### src/rtl/johnson_pkg.sv
// johnson_pkg: shared FSM state type and terminal-code helper for johnson_sequencer
package johnson_pkg;

    typedef enum logic [1:0] {IDLE, RUN, DONE} state_t;

    // Code reached after `steps` advances from zero; dir=1 gives the mirror image.
    function automatic logic [63:0] term_code(input int width, input int steps, input logic dir);
        logic [63:0] f;
        logic [63:0] r;
        f = '0;
        r = '0;
        for (int i = 0; i < 64; i++)
            if (i < width) f[i] = (steps <= width) ? (i < steps) : (i >= steps - width);
        for (int i = 0; i < 64; i++)
            if (i < width) r[i] = f[width-1-i];
        return dir ? r : f;
    endfunction

endpackage

### src/rtl/johnson_sequencer_step.sv
// johnson_step: combinational one-position Johnson advance in either direction
module johnson_step #(
    parameter int WIDTH = 64
) (
    input  logic [WIDTH-1:0] code_i,
    input  logic             dir_i,
    output logic [WIDTH-1:0] next_o
);

    assign next_o = dir_i ? {~code_i[0], code_i[WIDTH-1:1]} : {code_i[WIDTH-2:0], ~code_i[WIDTH-1]};

endmodule

### src/rtl/johnson_sequencer.sv
// johnson_sequencer: runs a Johnson counter for STEPS advances per start; JOHNSON_SEQUENCER_REVERSE_EN adds a dir port
module johnson_sequencer
    import johnson_pkg::*;
#(
    parameter int WIDTH = 64,
    parameter int STEPS = 32
) (
    input  logic             clock,
    input  logic             reset,
`ifdef JOHNSON_SEQUENCER_REVERSE_EN
    input  logic             dir,
`endif
    input  logic             start,
    input  logic             en,
    input  logic             abort,
    output logic [WIDTH-1:0] count,
    output logic             busy,
    output logic             done
);

    localparam logic [63:0] TERM_F = term_code(WIDTH, STEPS, 1'b0);
    localparam logic [63:0] TERM_R = term_code(WIDTH, STEPS, 1'b1);

    state_t           state_q;
    logic [WIDTH-1:0] count_q;
    logic [WIDTH-1:0] count_d;
    logic             busy_q;
    logic             done_q;
    logic             dir_q;
    logic             dir_in;
    logic [WIDTH-1:0] term;

`ifdef JOHNSON_SEQUENCER_REVERSE_EN
    assign dir_in = dir;
`else
    assign dir_in = 1'b0;
`endif

    assign term = dir_q ? TERM_R[WIDTH-1:0] : TERM_F[WIDTH-1:0];

    johnson_step #(.WIDTH(WIDTH)) u_step (
        .code_i (count_q),
        .dir_i  (dir_q),
        .next_o (count_d)
    );

    // FSM with registered busy/done; abort beats en in a run and beats start in IDLE
    always_ff @(posedge clock) begin
        if (reset) begin
            state_q <= IDLE;
            count_q <= '0;
            busy_q  <= 1'b0;
            done_q  <= 1'b0;
            dir_q   <= 1'b0;
        end else begin
            case (state_q)
                IDLE: if (start && !abort) begin
                    state_q <= RUN;
                    count_q <= '0;
                    busy_q  <= 1'b1;
                    dir_q   <= dir_in;
                end
                RUN: if (abort) begin
                    state_q <= IDLE;
                    count_q <= '0;
                    busy_q  <= 1'b0;
                end else if (en) begin
                    count_q <= count_d;
                    if (count_d == term) begin
                        state_q <= DONE;
                        busy_q  <= 1'b0;
                        done_q  <= 1'b1;
                    end
                end
                DONE: begin
                    state_q <= IDLE;
                    done_q  <= 1'b0;
                    if (abort) count_q <= '0;
                end
                default: begin
                    state_q <= IDLE;
                    busy_q  <= 1'b0;
                    done_q  <= 1'b0;
                end
            endcase
        end
    end

    assign count = count_q;
    assign busy  = busy_q;
    assign done  = done_q;

endmodule

### config.mk
export PLATFORM = sky130hd
export DESIGN_NAME = johnson_sequencer
export DESIGN_NICKNAME = d
export VERILOG_FILES = /design/src/rtl/johnson_pkg.sv /design/src/rtl/johnson_sequencer_step.sv /design/src/rtl/johnson_sequencer.sv
export SDC_FILE = /design/constraint.sdc
export NUM_CORES = 1
export LEC_CHECK = 0
export ABC_CLOCK_PERIOD_IN_PS = 1800
export BUFFER_PORTS_ARGS = -buffer_cell sky130_fd_sc_hd__buf_2
export CAP_MARGIN = 10
export CORE_MARGIN = 1
export CORE_UTILIZATION = 40
export CTS_CLUSTER_DIAMETER = 100
export DETAILED_ROUTE_END_ITERATION = 6
export PLACE_DENSITY_LB_ADDON = 0.08
export RECOVER_POWER = 50
export SYNTH_ARGS = -nofsm -noshare
export SYNTH_HDL_FRONTEND = slang
export SYNTH_HIERARCHICAL = 1
export SYNTH_SLANG_ARGS = --single-unit
### constraint.sdc
create_clock -name clock -period 1.8 [get_ports clock]
set_clock_uncertainty 0.05 [all_clocks]
set_input_delay 0.18 -clock clock [delete_from_list [all_inputs] [get_ports clock]]
set_output_delay 0.18 -clock clock [all_outputs]
set_load 0.02 [all_outputs]
==> flow_summary.json <==
{
  "status": "finished, violations left",
  "failed_checks": "negative setup slack",
  "antenna_found_initial": 0,
  "cpMaxStageDelayCell": "or4_4",
  "ys_types": 34,
  "avgSynthCellArea_um2": 9.40,
  "detail_route.wl_per_cell_um": 17.4,
  "yosysWarnings": 6,
  "nNetsFinal": 501,
  "grt_usage_pct": 21.7,
  "stdcell_count": 633,
  "cp_top_family": "simple AND/OR/NAND/NOR gates",
  "use_met1_pct": 30.4,
  "path_clk_slew_ns": 0.07,
  "drcViolationCount": 0,
  "worstPathCellList": "mux2_4 -> or4_4 -> nor4_4 -> nand3_1 -> o21ba_1",
  "drt-total-wl_um": 11000,
  "crit_fanout": 3,
  "avgViaCountPerCell": 5.74,
  "global_route.usage.met3_pct": 3.86,
  "yosys.area.top_type_share_pct": 34.2,
  "total_power_mw": 2.89,
  "netSwitchingPower_uw": 748,
  "dieHeight_um": 102,
  "cap_viol_max_count": 0,
  "power_frac_comb_pct": 8.6,
  "grt_pass1_wl_um": 18000,
  "dpl.cell_count": 618,
  "ir_drop_mv": 0.396,
  "ys.flop_type": "dfxtp_1",
  "fmax_mhz": 520,
  "cp-end-kind": "flip-flop",
  "path_class": "flip-flop to flip-flop",
  "fin_crit_sh_pct": 107,
  "finalInstanceArea_mm2": 0.00467,
  "power.density_mw_per_mm2": 620,
  "cp.arrival_ns": 2.10,
  "ctsLongestPathBuffers": 2,
  "path_buf_inv": 0,
  "slowest_delay_ns": 0.54,
  "synth_area_leaders": "dfxtp_1 34%, mux2_4 13%, o211ai_1 12%, nand3_1 8.4%, a21oi_1 8.3%",
  "die_w_um": 102,
  "start_util_pct": 41.0,
  "ant_nets": 0,
  "syn_area_mm2": 0.00398,
  "dpl.hpwl_um": 7110,
  "num_io_pins": 71,
  "pwr-share-seq_pct": 52.1,
  "setup_tns_ns": -0.391,
  "rows": 36,
  "synth_largest_area_cell": "dfxtp_1",
  "setup_viol": 4,
  "ctsHoldBuffers": 0,
  "grt_setup_unrepaired": "yes",
  "die_area_mm2": 0.0103,
  "dr.pass1.iters": 4,
  "worst-endpoint-required_ns": 1.98,
  "power.internal_mw": 2.15,
  "cts_root_buffer": "clkbuf_8",
  "fin_util_pct": 48.2,
  "finalCriticalPeriod_ns": 1.92,
  "area_growth_pct": 17.4,
  "synth-seq-area-share_pct": 34.2,
  "fin_ws_ns": -0.122,
  "first_iter_violations": 157,
  "cts_tree": "built",
  "htree_levels": 3,
  "ys_ff_latch": 68,
  "hp-class": "input pin to flip-flop",
  "cellLeakagePower_nw": 1.61,
  "synth-edff-count": 0,
  "drive_gt1_share_pct": 26.0,
  "clk_latency_ns": 0.33,
  "grt_most_used_layer": "met2",
  "core_area_mm2": 0.00968,
  "grt_max_degree": 47,
  "postSynthCellCount": 423,
  "clkPwrFrac_pct": 39.3,
  "maxSlewViolCount": 0,
  "grt_pass1_vias": 3493,
  "routed-via-count": 3636,
  "synthArstFlopShare_pct": 0,
  "cts_buffers": 9,
  "gp_routability_congestion": 0.790,
  "overflow": 0,
  "hold_viol_final": 0,
  "portBuffers": 70,
  "diodes": 0,
  "cts_sinks": 68,
  "cp-start-kind": "flip-flop",
  "sw_frac_of_total_pct": 25.8,
  "post_dp_cell_area_mm2": 0.00456,
  "use_met2_pct": 34.6
}
==> Yosys cell counts (3+ instances only) <==
| master | n |
|---|---|
| nor4_1 | 5 |
| buf_2 | 15 |
| buf_6 | 17 |
| a21oi_1 | 66 |
| o211ai_1 | 64 |
| nand3_1 | 67 |
| mux2_2 | 26 |
| o21ai_0 | 4 |
| nor3_1 | 3 |
| mux2_4 | 35 |
| dfxtp_1 | 68 |
| or4_1 | 3 |
| buf_1 | 9 |
| nand4_1 | 9 |
| nor2_1 | 5 |
| clkbuf_1 | 7 |
| nand2_1 | 3 |
==> cells in the final DEF, fill, tap and decap left out, types with 7 or more instances in the layout <==
| cell | Yosys | layout |
|---|---|---|
| buf_12 | 0 | 7 |
| clkbuf_8 | 0 | 11 |
| o211ai_1 | 64 | 64 |
| nand4_1 | 9 | 9 |
| a21oi_1 | 66 | 66 |
| dfxtp_1 | 68 | 63 |
| mux2_2 | 26 | 26 |
| mux2_4 | 35 | 35 |
| nand3_1 | 67 | 67 |
| buf_4 | 1 | 31 |
| clkbuf_1 | 7 | 67 |
==> worst reg2reg max path, delay by kind of cell, from the launching register on <==
kind               cells  cell delay [ns]
and+or+nand+nor        3             1.00
DFF                    1             0.32
muxes                  1             0.27
AOI/OAI and AO/OA      1             0.18
==> logic make-up after synthesis <==
| kind of cell | after synthesis | share of synthesized area, % |
|---|---|---|
| other | 1 | 0.0943 |
| buffers and inverters | 50 | 8.50 |
| multiplexers | 62 | 20.8 |
| flip-flops | 68 | 34.2 |
| AO/OA/AOI/OAI | 139 | 22.1 |
| AND/OR/NAND/NOR | 103 | 14.2 |
==> layer usage <==
layer | up-vias | wire length (um)
met1 | 1796 | 5300
met2 | 75 | 5230
met3 | 5 | 414
li1 | 1760 | -
met5 | - | 0
met4 | 0 | 68
==> flip-flops by register name, summed over array words and instances (netlist names) <==
| register | count |
|---|---|
| state_q | 2 |
| busy | 1 |
| count | 64 |
| done | 1 |
==> layout make-up <==
class | instances | area (um2)
fillers | 999 | 5020
multi-input cells | 307 | 2300
flip-flops and latches | 68 | 1370
repair buffers | 109 | 653
well taps | 133 | 166
clock buffers | 13 | 159
clock inverters | 2 | 10.0
inverters | 1 | 3.75
==> metrics by stage <==
stage,hold WS (ns),worst slack [ns]
6_report,0.135,-0.122
3_5_place_dp,0.424,-0.261
2_1_floorplan,0.312,-0.116
3_3_place_gp,0.413,-0.223
5_1_grt,0.126,-0.193
4_1_cts,0.121,-0.122
==> worst paths after layout <==
kind	from	endpoint	slack [ns]	cells after the start
worst max-delay path	count[60]	state_q[0]	-0.12	5
worst min-delay path	en	state_q[1]	0.13	3
worst max register to register	count[60]	state_q[0]	-0.12	5
worst min register to register	done	done	0.43	2
==> power by group through the flow <==
stage	combinational [mW]	sequential, mW	clock (mW)
final	0.249	1.51	1.14
after global placement	0.240	1.54	0
after detailed placement	0.240	1.54	0
after global routing	0.265	1.51	1.26
after CTS	0.240	1.51	1.18
after floorplan	0.202	1.54	0
==> timing repair <==
action / 4_1_cts / 5_1_grt
pin swaps: 2 / 3
buffers inserted: 0 / 0
cloned: 0 / 0
resized for setup: 2 / 1
endpoints found under the setup margin: 4 / 5
(Power assumes the default switching activity.)
